### src/rtl/alu_operand_stage.sv
// Operand stage ahead of the 32-bit ALU. It takes a decoded instruction from decode over valid/ready,
// selects operand B, forwards from EX/WB, and registers I/A/B/Rd. It also zeroes illegal ops and counts issues.
module alu_operand_stage #(
    parameter int unsigned WIDTH     = 32,
    parameter int unsigned CNT_WIDTH = 16
) (
    input  logic                 Clk,
    input  logic                 Reset_n,
    input  logic                 In_Valid,
    output logic                 In_Ready,
    input  logic [3:0]           In_Op,
    input  logic [4:0]           In_RsA_Addr,
    input  logic [4:0]           In_RsB_Addr,
    input  logic [WIDTH-1:0]     In_RsA_Val,
    input  logic [WIDTH-1:0]     In_RsB_Val,
    input  logic [WIDTH-1:0]     In_Imm,
    input  logic                 In_UseImm,
    input  logic [4:0]           In_Rd,
    input  logic                 Fwd_Ex_En,
    input  logic [4:0]           Fwd_Ex_Rd,
    input  logic [WIDTH-1:0]     Fwd_Ex_Data,
    input  logic                 Fwd_Wb_En,
    input  logic [4:0]           Fwd_Wb_Rd,
    input  logic [WIDTH-1:0]     Fwd_Wb_Data,
    input  logic                 Flush,
    output logic                 Out_Valid,
    input  logic                 Out_Ready,
    output logic [3:0]           I,
    output logic [WIDTH-1:0]     A,
    output logic [WIDTH-1:0]     B,
    output logic [4:0]           Out_Rd,
    output logic                 Out_Illegal,
    output logic [CNT_WIDTH-1:0] Issue_Count,
    output logic [CNT_WIDTH-1:0] Illegal_Count
);

    typedef enum logic [3:0] {
        OP_ADD  = 4'h0,
        OP_SUB  = 4'h1,
        OP_AND  = 4'h8,
        OP_OR   = 4'h9,
        OP_XOR  = 4'hA,
        OP_XNOR = 4'hB
    } alu_op_e;

    logic                 valid_q, valid_d;
    logic [3:0]           op_q, op_d;
    logic [WIDTH-1:0]     a_q, a_d;
    logic [WIDTH-1:0]     b_q, b_d;
    logic [4:0]           rd_q, rd_d;
    logic                 illegal_q, illegal_d;
    logic [CNT_WIDTH-1:0] issue_q, issue_d;
    logic [CNT_WIDTH-1:0] illcnt_q, illcnt_d;

    logic             accept;
    logic             drain;
    logic             op_legal;
    logic [WIDTH-1:0] fwd_a;
    logic [WIDTH-1:0] fwd_b;

    assign In_Ready = !valid_q || Out_Ready;
    assign accept   = In_Valid && In_Ready && !Flush;
    assign drain    = valid_q && Out_Ready && !Flush;

    always_comb begin
        op_legal = 1'b0;
        case (alu_op_e'(In_Op))
            OP_ADD, OP_SUB, OP_AND, OP_OR, OP_XOR, OP_XNOR: op_legal = 1'b1;
            default:                                        op_legal = 1'b0;
        endcase
    end

    // EX wins over WB. Register 0 never forwards.
    always_comb begin
        fwd_a = In_RsA_Val;
        if (Fwd_Ex_En && (Fwd_Ex_Rd == In_RsA_Addr) && (In_RsA_Addr != '0)) begin
            fwd_a = Fwd_Ex_Data;
        end else if (Fwd_Wb_En && (Fwd_Wb_Rd == In_RsA_Addr) && (In_RsA_Addr != '0)) begin
            fwd_a = Fwd_Wb_Data;
        end

        fwd_b = In_RsB_Val;
        if (In_UseImm) begin
            fwd_b = In_Imm;
        end else if (Fwd_Ex_En && (Fwd_Ex_Rd == In_RsB_Addr) && (In_RsB_Addr != '0)) begin
            fwd_b = Fwd_Ex_Data;
        end else if (Fwd_Wb_En && (Fwd_Wb_Rd == In_RsB_Addr) && (In_RsB_Addr != '0)) begin
            fwd_b = Fwd_Wb_Data;
        end
    end

    always_comb begin
        valid_d   = valid_q;
        op_d      = op_q;
        a_d       = a_q;
        b_d       = b_q;
        rd_d      = rd_q;
        illegal_d = illegal_q;
        issue_d   = issue_q;
        illcnt_d  = illcnt_q;

        // Flush kills both the held op and any op offered this cycle.
        if (Flush) begin
            valid_d = 1'b0;
        end else if (accept) begin
            valid_d   = 1'b1;
            rd_d      = In_Rd;
            illegal_d = !op_legal;
            op_d      = op_legal ? In_Op : '0;
            a_d       = op_legal ? fwd_a : '0;
            b_d       = op_legal ? fwd_b : '0;
        end else if (drain) begin
            valid_d = 1'b0;
        end

        if (drain) begin
            issue_d = issue_q + CNT_WIDTH'(1);
            if (illegal_q) begin
                illcnt_d = illcnt_q + CNT_WIDTH'(1);
            end
        end
    end

    always_ff @(posedge Clk or negedge Reset_n) begin
        if (!Reset_n) begin
            valid_q   <= 1'b0;
            op_q      <= '0;
            a_q       <= '0;
            b_q       <= '0;
            rd_q      <= '0;
            illegal_q <= 1'b0;
            issue_q   <= '0;
            illcnt_q  <= '0;
        end else begin
            valid_q   <= valid_d;
            op_q      <= op_d;
            a_q       <= a_d;
            b_q       <= b_d;
            rd_q      <= rd_d;
            illegal_q <= illegal_d;
            issue_q   <= issue_d;
            illcnt_q  <= illcnt_d;
        end
    end

    assign Out_Valid     = valid_q;
    assign I             = op_q;
    assign A             = a_q;
    assign B             = b_q;
    assign Out_Rd        = rd_q;
    assign Out_Illegal   = illegal_q;
    assign Issue_Count   = issue_q;
    assign Illegal_Count = illcnt_q;

endmodule

### config.mk
export PLATFORM = sky130hd
export DESIGN_NAME = alu_operand_stage
export DESIGN_NICKNAME = d
export VERILOG_FILES = /design/src/rtl/alu_operand_stage.sv
export SDC_FILE = /design/constraint.sdc
export NUM_CORES = 1
export LEC_CHECK = 0
export ABC_AREA = 1
export CELL_PAD_IN_SITES_DETAIL_PLACEMENT = 0
export CELL_PAD_IN_SITES_GLOBAL_PLACEMENT = 1
export CORE_MARGIN = 4
export CORE_UTILIZATION = 30
export CTS_BUF_LIST = sky130_fd_sc_hd__clkbuf_2
export CTS_CLUSTER_DIAMETER = 200
export DETAILED_ROUTE_END_ITERATION = 16
export PLACE_DENSITY = 0.84
export SYNTH_ARGS = -nofsm -noshare
export SYNTH_HDL_FRONTEND = slang
export SYNTH_SLANG_ARGS = --single-unit
### constraint.sdc
create_clock -name Clk -period 1.6 [get_ports Clk]
set_input_delay 0.16 -clock Clk [delete_from_list [all_inputs] [get_ports Clk]]
set_output_delay 0.16 -clock Clk [all_outputs]
set_load 0.02 [all_outputs]
After elaboration in Yosys (flattened, before gate mapping)
Cells that the tools add are included.

cells by class
  reduce and logical (&&, ||, !) cells = 23
  order comparisons = 0
  equality and inequality tests = 9
  div/mod/pow operators = 0
  bitwise operators = 1
  mux-type cells = 12
  shift-type cells = 0
  $add $sub $neg = 2
  multipliers = 0

operators by type and width
  cell                                                  number
  two-way mux 32 bit                                    7
  adder 16 x 1 -> 16 bit (second input constant)        2
  equality test 5 bit                                   4
  equality test 4 bit (second input constant)           4
  logical AND 1 bit                                     12
  nonzero test 5 bit                                    2
  OR reduction 6 bit                                    1
  equality test 4 x 1 -> 1 bit (second input constant)  1
  logical NOT 4 bit                                     1
  two-way mux 1 bit                                     4
  two-way mux 4 bit                                     1
  AND reduction 2 bit                                   2
  logical NOT 1 bit                                     3
  nonzero test 3 bit                                    1
  logical OR 1 bit                                      1
  inverter 1 bit                                        1

storage, ports and cells
  memories kept = 0
  bits in writable memories = 0
  bits in read-only memories = 0
  bits of input ports = 197
  latch bits = 0
  bits in registers = 107

Longest topological paths before layout
Gate-level depths: netlist of the first run.

  depth in word-level cells = 7
  depth in mapped cells = 13
  depth with buffers taken out = 12

Worst setup path after synthesis of the first run
OpenSTA, ideal clock, no wires.

  path kind = reg-to-reg
  start = register valid_q (netlist: Out_Valid)
  end = register issue_q[13] (netlist: Issue_Count[13])
  arrival time = 1.363 ns
  path slack = 0.106 ns
  clock period less this slack = 1.494 ns
  library setup time = 0.130 ns
  cell stages (with the launch flop) = 9
  path through = dfrtp_1 nand3_4 nor2_4 nand2_2 nor2_4 nand2_2 nor2_4 nand2_1 xnor2_1

on the way
  cells in the longest elaborated chain, start to end = 2

RTL lines
  item                            line  source
  start, declared                 46    logic valid_q, valid_d;
  start signal, assigned          135   valid_q <= valid_d;
  logical AND 1 bit (2 in a row)  63    assign drain = valid_q && Out_Ready && !Flush;
  end signal, assigned            141   issue_q <= issue_d;
  end, declared                   52    logic [CNT_WIDTH-1:0] issue_q, issue_d;

Every way passes these cells.
A chain may end at the register's enable or synchronous reset.

Worst setup path after layout of the first run
  start = register valid_q (netlist: Out_Valid)
  end = output Out_Valid

RTL lines
  item           line  source
  end, declared  26    output logic Out_Valid,

No word-level cell between the ends.

==> out/qor.yml, run 1 <==
finish:
  final_nets: 1739
  drive_gt1_frac: 0.196
  area_growth_pct: 58.4
  final_common_cell: "nand2_1"
  final_cell_mix: "439 x nand2_1, 195 x clkdlybuf4s50_1, 175 x nand3_1, 149 x inv_1, 105 x buf_4"
logic_synthesis:
  synth-edff-count: 0
  ys_seq_elements: 107
  syn-num-nets: 1346
  synth_area_leaders: "dfrtp_1 36%, nand2_1 22%, nand3_1 12%"
  avgSynthCellArea_um2: 6.50
  synthFlopType: "dfrtp_1"
  synth_cell_types: 34
  ys_warn_count: 0
  syn-cell-area_mm2: 0.00746
  yosysTopAreaCell: "dfrtp_1"
  synth-async-reset-ratio: 1.00
  seq_area_frac_synth: 0.359
  syn_inst: 1147
  synth_top_area_share: 0.359
route:
  route.detailed.drc: 0
  drtIter0Drc: 547
  top_layer_used: "met4"
  wl_met2_um: 15000
  met3_length_um: 2150
  ant_nets: 0
  vias: 8649
  drt_wl_total_um: 30900
  wl_per_cell_um: 16.5
  viasPerCell: 4.62
  routedLengthMet1_um: 13200
  drt_pass1_iterations: 6
hold_path:
  whs_endpoint: "A[15]"
  hold_path_depth: 5
  hold_path.class: "in -> reg"
  hold_start: "In_RsA_Val[15]"
clock_network:
  cts_buffers: 9
  clkTransAtPathRegs_ps: 340
  cts_tree: "yes"
  insertion_delay_ps: 620
  cts_root_buffer: "clkbuf_2"
  h-tree-depth: 3
  clock-sinks: 107
  cts_max_path_buffers: 2
timing:
  drv_slew: 0
  fin_ws_ps: -28.1
  relSlewSlack: 0.368
  final_hold_viol_count: 0
  fin_worst_skew_ps: 35.1
  max_freq_ghz: 0.614
  fin_crit_ps: 1630
  rsz0062_at_grt: "yes"
  setup_violations: 4
  final.setup.tns_ps: -64.9
  finalCritPeriodShare: 1.02
  tightest_slew_ps: 944
grt:
  antenna_found_initial: 4
  grt_usage: 0.214
  grt_start_max_net_pins: 62
  first_global_vias: 8746
  grt_pass1_wl_um: 47100
  grt_overflow: 0
setup_path:
  r2r-end: "Illegal_Count[13]"
  reg2reg_from: "Out_Valid"
  path_class: "reg -> out"
  start_kind: "flop"
  end_kind: "output pin"
  crit_path_max_fanout: 2
  r2r_setup_slack_ps: -20
  worstPathArrival_ps: 1470
  reg2reg_depth: 9
  required_ps: 1440
flow_run:
  maxCapViolations: 0
die:
  die_area_mm2: 0.0274
  ios: 305
  row_count: 57
  fp.dieH_um: 166
  initial_utilization: 0.306
  core-area_mm2: 0.0244
  die_x_um: 166
outcome:
  status: "finished, violations left"
  violations: "setup timing"
power_and_ir_drop:
  finalPower_uw: 7790
  p_leak_uw: 0.00649
  power_density_mw_per_mm2: 659
  ir_drop_mv: 0.551
placement:
  io_buffers: 304
  globalplace.congestion: 0.910
  hpwl_um: 23300
-- layer usage --
metal	vias to the layer above	track usage
li1	4277	-
met1	3985	0.268
met2	349	0.370
met3	38	0.0448
met4	0	0.0646
met5	-	0
-- how the worst max path moves through the flow --
stage / from / to / slack [ps] / cells after the start
after CTS: Out_Valid / In_Ready / -240 / 4
after global placement: In_RsB_Addr[3] / B[20] / -390 / 12
after global routing: Out_Valid / In_Ready / -170 / 4
after detailed placement: Fwd_Wb_Rd[4] / B[20] / -390 / 11
final: Out_Valid / Out_Valid / -30 / 3
after floorplan: Out_Valid / Issue_Count[13] / 110 / 8
-- per-stage QoR --
step / instances / instance area [um2] / setup WS, ps / utilization / hold WS, ps
floorplan: 1147 / 7460 / 106 / - / -136
global placement: 1785 / 11300 / -390 / 0.464 / 96.7
detailed placement: 1785 / 11300 / -395 / 0.464 / 91.6
CTS: 1853 / 11700 / -245 / 0.481 / 26.3
global route: 1873 / 11800 / -169 / 0.484 / 70.4
finish: 1873 / 11800 / -28.1 / 0.484 / 112
-- cell type report --
type | count | area (um2)
fill | 2572 | 12600
timing repair buffer | 437 | 4040
multi-input combinational | 812 | 3890
sequential | 107 | 2680
inverter | 173 | 657
tap | 324 | 405
clock inverter | 7 | 75.1
clock buffer | 9 | 45.0
antenna | 4 | 10.0
-- worst max-delay path, stage by stage, from the launching register on --
cell and delay (ps):
dfrtp_1 470, buf_4 140, buf_6 110, buf_6 120
-- cell usage after synthesis, types with 2 or more instances --
| library cell | number |
|---|---|
| ha_1 | 2 |
| nand4_1 | 4 |
| buf_1 | 4 |
| buf_2 | 33 |
| inv_2 | 16 |
| nor2_1 | 76 |
| xnor2_1 | 18 |
| a22o_1 | 2 |
| nand3_4 | 2 |
| nand3b_1 | 33 |
| nand2_2 | 7 |
| dfrtp_1 | 107 |
| inv_1 | 152 |
| a21oi_1 | 3 |
| o211ai_1 | 2 |
| nand2_1 | 440 |
| nor3_4 | 2 |
| buf_4 | 6 |
| nor3_1 | 4 |
| nor2_2 | 11 |
| nor2_4 | 6 |
| clkbuf_1 | 6 |
| xor2_1 | 16 |
| nand2_4 | 2 |
| clkinv_1 | 4 |
| o21ai_0 | 2 |
| buf_6 | 6 |
| nand3_1 | 175 |
-- what timing repair did --
item	in CTS	in global routing
endpoints found under the hold margin	112	0
pin swaps	0	9
resized for setup	351	57
endpoints found under the setup margin	108	88
cloned	0	1
hold buffers	9	0
setup buffers	44	15
-- flip-flops by register name, summed over array words and instances (netlist names) --
register       flops
B                 32
Illegal_Count     16
Out_Illegal        1
I                  4
Out_Rd             5
Issue_Count       16
Out_Valid          1
A                 32
-- power by group --
part | switching, uW | total (uW) | internal (uW)
clock | 1040 | 1410 | 375
sequential | 211 | 3240 | 3030
combinational | 1680 | 3130 | 1450
total | 2930 | 7790 | 4860
-- logic make-up (layout without fill, tap and decap cells) --
kind of cell    after synthesis  in the layout  share of synthesized area
compound gates               10             10                    0.00872
xor+xnor                     34             34                     0.0399
fa+ha+maj                     2              2                    0.00335
buf+inv                     228            626                      0.130
flops                       107            107                      0.359
mux                           1              1                    0.00151
other cells                   0              4                          0
simple gates                765            765                      0.457
No activity file was read; power rests on OpenSTA's default activity.
==> run 2, diff against run 1 <==
- SETUP_SLACK_MARGIN: default -> 0.3
==> run 2 against run 1 <==
  * The run still ends with setup timing left
  * Sequential share of layout area is 1.8 points lower
  * Setup slack worse by 66 ps
  * Design area is 9.2% higher
  * Largest cell class unchanged
  * Highest routed layer is now met5
==> out/qor.yml, run 2 (synthesis gave the netlist of run 1 again) <==
outcome:
  status: "finished, violations left"
  violations: "setup timing"
clock_network:
  cts_buffers: 9  # unchanged
  cts_tree: "yes"
  h-tree-depth: 3  # unchanged
  cts_root_buffer: "clkbuf_2"
  insertion_delay_ps: 620  # about the same
  clock-sinks: 107  # unchanged
  cts_max_path_buffers: 2  # unchanged
  clkTransAtPathRegs_ps: 330  # about the same
route:
  drt_pass1_iterations: 6  # unchanged
  drt_wl_total_um: 32200  # +4.4%
  drtIter0Drc: 490  # -10%
  viasPerCell: 4.65  # +0.60%
  ant_nets: 0  # unchanged
  route.detailed.drc: 0  # unchanged
  wl_per_cell_um: 17.1  # +3.5%
  vias: 8771  # +1.4%
setup_path:
  critical_path.cell_chain: "buf_6 -> nand3_4 -> nor2_4 -> nand2_2 -> nor2_4 -> nand2_2 -> nor2_4 -> buf_6 -> xor2_1"
  worstPathArrival_ps: 2280  # +810 ps
  crit_buf_inv: 2  # -1
  cp_top_family: "simple AND/OR/NAND/NOR gates"
  required_ps: 2180  # +740 ps
  critPathSlowestCell: "dfrtp_2"
  end_kind: "flop"
  cpPeakStageDelay_ps: 460  # about the same
  path_class: "reg -> reg"
  crit_path_max_fanout: 4  # +2
  start_kind: "flop"
  path_common_cell: "nor2_4"
die:
  row_count: 57  # unchanged
  core-area_mm2: 0.0244  # unchanged
  ios: 305  # unchanged
  fp.dieH_um: 166  # unchanged
  die_area_mm2: 0.0274  # unchanged
  initial_utilization: 0.306  # unchanged
  die_x_um: 166  # unchanged
finish:
  final_cell_mix: "395 x nand2_1, 195 x clkdlybuf4s50_1, 171 x nand3_1, 145 x buf_6, 131 x inv_1"
  design_area_mm2: 0.0129  # +9.2%
  drive_gt1_frac: 0.278  # +0.0824
  final_cell_count_no_fill: 1888  # +0.80%
  area_growth_pct: 73.0
  final_nets: 1756  # +0.98%
  final_common_cell: "nand2_1"
timing:
  fin_crit_ps: 1690  # +65.8 ps
  relSlewSlack: 0.554  # +0.186
  setup_violations: 5  # +1
  tightest_slew_ps: 669  # -276 ps
  drv_slew: 0  # unchanged
  finalCritPeriodShare: 1.06  # +0.0411
  fin_ws_ps: -93.9  # -65.8 ps
  final.setup.tns_ps: -272  # -207 ps
  fin_worst_skew_ps: 26.6  # -8.44 ps
  rsz0062_at_grt: "yes"
  max_freq_ghz: 0.590  # -3.9%
  final_hold_viol_count: 0  # unchanged
placement:
  io_buffers: 304  # unchanged
  globalplace.congestion: 0.936  # +2.8%
  dpl.cell_count: 1777  # -0.45%
  hpwl_um: 22500  # -3.5%
  placed_area_mm2: 0.0113  # about the same
power_and_ir_drop:
  finalPower_uw: 8330  # +7.0%
  ir_drop_mv: 0.439  # -20%
  p_leak_uw: 0.00688  # +6.1%
  power_density_mw_per_mm2: 646  # -2.1%
grt:
  antenna_found_initial: 5  # +1
  grt_overflow: 0  # unchanged
  grt_start_max_net_pins: 107  # +73%
  grt_pass1_wl_um: 47700  # +1.3%
  first_global_vias: 8598  # -1.7%
  grt_usage: 0.216  # +0.00252
hold_path:
  hold_path.class: "in -> async"
flow_run:
  maxCapViolations: 0  # unchanged
-- run 2: worst paths after layout --
kind,startpoint,to,slack (ps),cells past startpoint
min in group Clk,In_RsA_Val[6],A[6],140,5
worst max-delay path,Out_Valid,Issue_Count[11],-90,9
worst max register to register,Out_Valid,Issue_Count[11],-90,9
max in group asynchronous,Reset_n,Illegal_Count[0],970,3
worst min register to register,A[10],A[10],540,2
worst min-delay path,Reset_n,I[2],90,3
-- run 2: metrics by stage --
stage	hold WS, ps	setup slack (ps)	utilization
final	85.1	-93.9	0.529
after global routing	60.6	-135	0.529
after CTS	75.4	14.1	0.499
after detailed placement	-47.8	-355	0.464
after global placement	-48.7	-346	0.464
after floorplan	-136	191	-
-- run 2: cell type report --
type	instances	area [um2]
inverter	173	672
antenna	2	5.00
sequential	107	2700
clock buffer	11	55.1
clock inverter	5	62.6
timing repair buffer	452	4710
fill	2371	11500
multi-input combinational	812	4230
timing repair inverter	2	60.1
tap	324	405
-- run 2: metal layers --
layer | vias up | part of all wire | track usage | wire length (um)
met5 | - | 0.0010 | 0 | 33
met4 | 6 | 0.022 | 0.0534 | 709
met3 | 48 | 0.072 | 0.0598 | 2310
met2 | 326 | 0.49 | 0.372 | 15900
met1 | 4088 | 0.41 | 0.269 | 13300
li1 | 4303 | - | - | -
-- run 2: timing repair --
action                                 in CTS  in global routing
hold buffers                                7                  0
buffers inserted                           55                 28
endpoints found under the hold margin     112                  0
setup endpoints to repair                 199                213
gates resized for setup                   680                156
pin swaps                                   8                 50
gates cloned                                2                  1
-- run 2: power by group --
group          switching [uW]  internal (uW)
Combinational            1790           1810
Sequential                277           3050
Clock                    1020            382
-- run 2: tightest hold or removal path, delay by kind of cell --
kind	cells	cell delay (ps)
buffers and inverters	3	1060
